==> config.mk <==
export PLATFORM = sky130hd
export DESIGN_NAME = seg7_scan_display
export DESIGN_NICKNAME = d
export VERILOG_FILES = /design/src/rtl/seg7_scan_display.sv
export SDC_FILE = /design/constraint.sdc
export NUM_CORES = 1
export LEC_CHECK = 0
export CELL_PAD_IN_SITES_DETAIL_PLACEMENT = 1
export CELL_PAD_IN_SITES_GLOBAL_PLACEMENT = 1
export CORE_MARGIN = 2
export CORE_UTILIZATION = 35
export CTS_CLUSTER_DIAMETER = 150
export DETAILED_ROUTE_END_ITERATION = 10
export PLACE_DENSITY = 0.78
export SKIP_LAST_GASP = 1
export SYNTH_ARGS = -nofsm -noshare
export SYNTH_HDL_FRONTEND = slang
export SYNTH_SLANG_ARGS = --single-unit
==> constraint.sdc <==
create_clock -name clk -period 4.3 [get_ports clk]
set_clock_uncertainty 0.05 [all_clocks]
set_input_delay 1.075 -clock clk [delete_from_list [all_inputs] [get_ports clk]]
set_output_delay 1.075 -clock clk [all_outputs]
set_load 0.01 [all_outputs]
==> src/rtl/seg7_scan_display.sv <==
// Multiplexed common-anode hex display driver with tear-free frame latch and inter-digit blanking.
// Optional LEADING_ZERO_BLANK_EN: suppress leading-zero digits (digit 0 always shown).
module seg7_scan_display #(
    parameter int unsigned DIGITS      = 8,
    parameter int unsigned REFRESH_DIV = 100000,
    parameter int unsigned BLANK_CYC   = 16
) (
    input  logic              clk,
    input  logic              rst,
    input  logic [31:0]       data_in,
    output logic [DIGITS-1:0] anode,
    output logic [6:0]        seg,
    output logic              dp,
    output logic              frame
);

    localparam int unsigned DIV_W = $clog2(REFRESH_DIV);
    localparam int unsigned IDX_W = (DIGITS > 1) ? $clog2(DIGITS) : 1;

    logic [DIV_W-1:0]  div_cnt;
    logic [IDX_W-1:0]  dig_idx;
    logic [31:0]       shown;

    logic [DIV_W-1:0]  div_nx;
    logic [IDX_W-1:0]  idx_nx;
    logic [31:0]       shown_nx;
    logic [DIV_W-1:0]  blank_lim;
    logic              tc;
    logic              latch;
    logic              blank_nx;
    logic              lz_blank;
    logic [DIGITS-1:0] anode_nx;
    logic [6:0]        seg_nx;

    assign blank_lim = DIV_W'(BLANK_CYC);

    function automatic logic [6:0] hex7(input logic [3:0] v);
        case (v)
            4'h0: hex7 = 7'h40;
            4'h1: hex7 = 7'h79;
            4'h2: hex7 = 7'h24;
            4'h3: hex7 = 7'h30;
            4'h4: hex7 = 7'h19;
            4'h5: hex7 = 7'h12;
            4'h6: hex7 = 7'h02;
            4'h7: hex7 = 7'h78;
            4'h8: hex7 = 7'h00;
            4'h9: hex7 = 7'h10;
            4'hA: hex7 = 7'h08;
            4'hB: hex7 = 7'h03;
            4'hC: hex7 = 7'h46;
            4'hD: hex7 = 7'h21;
            4'hE: hex7 = 7'h06;
            4'hF: hex7 = 7'h0E;
        endcase
    endfunction

`ifdef LEADING_ZERO_BLANK_EN
    logic [IDX_W-1:0] msd;
    logic [IDX_W-1:0] msd_nx;

    // Index of the highest nonzero displayed nibble, 0 when all are zero.
    function automatic logic [IDX_W-1:0] msd_of(input logic [31:0] v);
        msd_of = '0;
        for (int unsigned i = 0; i < DIGITS; i++) begin
            if (v[4*i +: 4] != 4'h0) msd_of = IDX_W'(i);
        end
    endfunction

    always_ff @(posedge clk or negedge rst) begin
        if (!rst) msd <= '0;
        else      msd <= msd_nx;
    end
`endif

    // Next scan state; outputs are derived from it so they land one cycle later, registered.
    always_comb begin
        tc       = (div_cnt == DIV_W'(REFRESH_DIV - 1));
        div_nx   = tc ? '0 : div_cnt + DIV_W'(1);
        idx_nx   = dig_idx;
        latch    = tc && (dig_idx == IDX_W'(DIGITS - 1));
        if (tc) idx_nx = latch ? '0 : dig_idx + IDX_W'(1);
        shown_nx = latch ? data_in : shown;
`ifdef LEADING_ZERO_BLANK_EN
        msd_nx   = latch ? msd_of(data_in) : msd;
        lz_blank = (idx_nx > msd_nx);
`else
        lz_blank = 1'b0;
`endif
        blank_nx = (div_nx < blank_lim) || lz_blank;
        anode_nx = ~(DIGITS'(1) << idx_nx);
        seg_nx   = hex7(shown_nx[4*idx_nx +: 4]);
        if (blank_nx) begin
            anode_nx = '1;
            seg_nx   = 7'h7F;
        end
    end

    always_ff @(posedge clk or negedge rst) begin
        if (!rst) begin
            div_cnt <= '0;
            dig_idx <= '0;
            shown   <= 32'h0;
            anode   <= '1;
            seg     <= 7'h7F;
            dp      <= 1'b1;
            frame   <= 1'b0;
        end else begin
            div_cnt <= div_nx;
            dig_idx <= idx_nx;
            shown   <= shown_nx;
            anode   <= anode_nx;
            seg     <= seg_nx;
            dp      <= 1'b1;
            frame   <= latch;
        end
    end

endmodule

# Yosys cells after proc, flatten, opt, wreduce, memory -nomap -nowiden
# Memory sizes are Yosys's and may differ from the RTL's.
# Index checks and enable logic that the tools add are counted.
# Widths: inputs -> output; s select.
# totals
regBits,68
latchBits,0
ramBits,0
mem_bits_ro,112
output_inout_bits,17
elab_cells,22
memories,1
# memory_table
name,words,width,read_ports,rd_ports_with_merged_regs,wr,line,source
(name not given),16,7,1,0,0,38,case (v)
# classes
n_addsub,2
multipliers,0
div,0
magnitude_cmp,1
n_eq_ne,2
n_shift,2
muxes,6
bitwise_logic,1
n_reduce_logical,1
# op_table
cell,n
$mux 32,1
$shiftx 32x6->4,1
$add 17x1->17 const B,1
$eq 17x17->1 const B,1
$lt 17x5->1 const B,1
$mux 17,1
$mux 8,1
$not 8->8,1
$shl 1x3->8 const A,1
$mux 7,1
$mux 3,2
$add 3x1->3 const B,1
$eq 3x3->1 const B,1
$logic_and 1x1->1,1

# Longest topological paths before layout
# logic_depth
word_depth,7
ltp_mapped,17
mapped_depth_nobuf,15

# Worst setup path before layout
# OpenSTA, ideal clock, no wires.
# synth_timing
kind,register -> register
from,register div_cnt[0]
to,register seg[5]
setup_ns,0.084
arrival_time_ns,3.252
slack_ns,0.915
stages_incl_launch_ff,16
path_buffers,3
path_cell_list,dfrtp_1 ha_1 and4_4 buf_6 and4_4 buf_6 nand2_4 buf_6 mux2_4 a221o_1 o2bb2ai_2 inv_1 ha_1 nor3_1 a21oi_1 a221o_1
# synth_rtl
item,line,source
"start, declared",20,logic [DIV_W-1:0] div_cnt;
"start signal, assigned",109,div_cnt <= div_nx;
$eq 17x17->1,78,tc = (div_cnt == DIV_W'(REFRESH_DIV - 1));
$logic_and 1x1->1,81,latch = tc && (dig_idx == IDX_W'(DIGITS - 1));
$mux 32,83,shown_nx = latch ? data_in : shown;
net shown_nx[29],26,logic [31:0] shown_nx;
$shiftx 32x6->4,92,seg_nx = hex7(shown_nx[4*idx_nx +: 4]);
$mem_v2 16x7,n/a,
$mux 7,93,if (blank_nx) begin
net seg_nx[5],33,logic [6:0] seg_nx;
"end signal, assigned",113,seg <= seg_nx;
"end, declared",12,"output logic [6:0] seg,"
# The timed path passes the listed nets, and every way through them passes these cells.

# Worst setup path after layout
# layout_timing
from,register div_cnt[0]
to,register seg[5]
# layout_via
elab_chain_len,7
# layout_rtl
item,line,source
$eq 17x17->1 *,78,
$logic_and 1x1->1,81,
$mux 3,82,if (tc) idx_nx = latch ? '0 : dig_idx + IDX_W'(1);
$mux 3 *,82,
net idx_nx[2],25,logic [IDX_W-1:0] idx_nx;
$shiftx 32x6->4 *,92,
$mem_v2 16x7 *,n/a,
$mux 7 *,93,
net seg_nx[5],33,
# Mark *: on every way through the listed nets, which the timed path passes. The rest lies on a longest branch.

==> results.txt <==
die width = 105 um
ranking of synthesized cells by area = dfrtp_1, dfstp_2, nand2_1, mux2i_1, ha_1
GRT Overall Usage = 0.164
first-pass GRT wire length = 14100 um
area added between synthesis and finish = 22.1%
footprint of the multi-input gates = 1650 sq um
asr flop ratio synth = 1.00
initial antenna violation count = 0
number of buffers added for setup after CTS = 0
Final #Nets = 426
minimum clock period = 3.82 ns
# hold bufs at CTS = 0
die outline area = 11000 sq um
I/O pin count = 51
Max Slew Vio Count = 0
row count = 36
DR WL met2 = 4020 um
First-pass DRT Iterations = 6
layout cells sized above 1 = 0.165
Hold/Removal Path Class = reg2reg
endpoints failing hold = 0
critical path arrival = 4.05 ns
Mapped Cells = 333
remaining antenna violation count = 0
Required @ worst endpoint = 4.53 ns
critical path class = reg2reg
Netlist cell types = 61
largest net degree at the start of global routing = 46
top-area cell type share of the netlist area = 0.373
RSZ-0062 raised after global routing = false
actual slew at the worst max-slew pin = 1.00 ns
core area = 9820 sq um
synthesized area per cell = 10.7 sq um
total number of vias = 2609
Post-DP HPWL = 6460 um
largest area contributor in the synthesized netlist = dfrtp_1
Peak VDD IR = 0.000167 V
Worst-path clk slew = 0.07 ns
Yosys warning count = 0
Setup Viol. Count Final = 0
synthesized flop and latch total = 68
top sig layer = met4
Clock Sinks = 68
normalized max-slew margin = 0.332
Port Buffer Count = 49
worst-path maximum fanout = 17
DRT Wirelength = 8450 um
critical path startpoint category = flop
Initial Util = 0.362
Die H = 105 um
CTS tree = yes
status = complete, no violations
most common cell in the netlist = dfrtp_1
routed length per instance = 16.2 um
syn_nets = 376
fillcell total = 1131
n_diodes = 0
met3 WL = 261 um
Crit. End Element = flop
post-cts sizing count = 0
sequential-to-total area share from yosys stat = 0.484
total gr overflow = 0
clk_lat worst skew = 0.36 ns
clock buffer depth = 2
M1 wire length = 4010 um
Post-synth EDFFs = 0
Final Util = 0.442
clock root buffer = clkbuf_8
Synth top cells by count = dfrtp_1, nand2_1, inv_1
number of remaining DRC errors = 0
DR vias/cell = 5.01
Final period util = 0.889
highest clock rate = 0.262 GHz
gpl congestion = 0.853
Power Density = 288 nW/um^2
CTS H-Tree Depth = 3
vias in the first global route = 2768
Detailed Route Iter0 Violations = 72
Leakage = 1.96 nW
Synth Flop Type = dfrtp_1
FF/Latch Area = 1720 sq um
CTS Buf Count = 9
Post-Syn Area = 3560 sq um
Total Neg Setup Slack = 0 ns
# Max-Cap Violations = 0
## final cells by class
| cell class | instances | share of cell area |
|---|---|---|
| Inverter | 24 | 0.0207 |
| Timing Repair Buffer | 53 | 0.119 |
| Multi-Input combinational cell | 227 | 0.380 |
| Clock inverter | 5 | 0.0115 |
| Tap cell | 133 | 0.0383 |
| Clock buffer | 11 | 0.0349 |
| Sequential cell | 68 | 0.396 |
## critical path: stages, from the launching register on
cell       delay (ns)
dfrtp_1          0.40
ha_1             0.25
and4_4           0.29
and4_4           0.40
mux2i_4          0.38
inv_2            0.12
a221o_1          0.30
a221oi_1         0.28
o2bb2ai_2        0.21
inv_1            0.14
ha_1             0.23
nor3_1           0.26
a21oi_1          0.08
a221o_1          0.35
## registers in the layout (all words and copies together) (netlist names)
signal and flops:
seg 7, dig_idx 3, div_cnt 17, shown 32
frame 1, anode 8
## per-layer routing
| layer | track usage | vias to the layer above |
|---|---|---|
| met5 | 0 | - |
| met4 | 0.0714 | 0 |
| met3 | 0.0274 | 14 |
| met2 | 0.271 | 45 |
| met1 | 0.213 | 1287 |
| li1 | - | 1263 |
## through the flow
stage | hold WS (ns) | instance area [sq um] | instances | total power [mW] | setup WS [ns]
floorplan | 0.376 | 3560 | 333 | 0.677 | 0.915
global placement | 0.394 | 4140 | 505 | 0.725 | 0.722
detailed placement | 0.405 | 4140 | 505 | 0.726 | 0.533
CTS | 0.422 | 4340 | 521 | 1.26 | 0.495
global route | 0.446 | 4340 | 521 | 1.30 | 0.245
finish | 0.415 | 4340 | 521 | 1.25 | 0.477
## worst paths after layout
| path | depth (start not counted) | from | slack [ns] | endpoint |
|---|---|---|---|---|
| max | 13 | div_cnt[0]$_DFF_PN0_ | 0.48 | seg[5]$_DFF_PN1_ |
| min | 2 | shown[4]$_DFF_PN0_ | 0.41 | shown[4]$_DFF_PN0_ |
| max reg2reg | 13 | div_cnt[0]$_DFF_PN0_ | 0.48 | seg[5]$_DFF_PN1_ |
| min reg2reg | 2 | shown[4]$_DFF_PN0_ | 0.41 | shown[4]$_DFF_PN0_ |
| max in group asynchronous | 2 | rst | 2.53 | seg[5]$_DFF_PN1_ |
| min in group asynchronous | 1 | rst | 0.84 | div_cnt[7]$_DFF_PN0_ |
## logic make-up after synthesis
group,Yosys count,synth area share
AO/OA/AOI/OAI,51,0.126
AND/OR/NAND/NOR,125,0.184
buffers and inverters,38,0.0524
multiplexers,24,0.0792
flip-flops,68,0.484
adder cells (fa/ha/maj),9,0.0317
other,1,0.00105
XOR/XNOR,17,0.0419
## report_power, final
| group | switching (mW) | internal [mW] | total [mW] |
|---|---|---|---|
| Sequential | 0.00274 | 0.650 | 0.652 |
| Clock | 0.241 | 0.295 | 0.536 |
| Combinational | 0.0268 | 0.0340 | 0.0609 |
| Total | 0.271 | 0.979 | 1.25 |
## layout by cell type (no fill, tap or decap), types with 2 or more instances in the layout
cell type / n
xor2_1: 5
ha_1: 9
nand3_1: 16
nand2b_1: 2
clkbuf_8: 11
xnor2_1: 12
nor3_1: 4
a21oi_1: 7
inv_1: 23
o21a_1: 2
a221oi_1: 4
dfrtp_1: 53
nand2_4: 2
buf_4: 4
mux2_4: 5
and4_1: 3
o21ai_0: 3
mux2_2: 3
a22oi_1: 2
clkdlybuf4s50_1: 48
nor4b_2: 2
o221a_2: 4
o21ai_1: 3
nand2_1: 51
a221o_1: 7
a22o_1: 2
and3_1: 3
or3_1: 5
clkinv_2: 4
mux2i_1: 15
nand4_1: 4
and2_1: 5
dfstp_2: 15
nor2_1: 21
and4_4: 2
(Power assumes the default switching activity.)
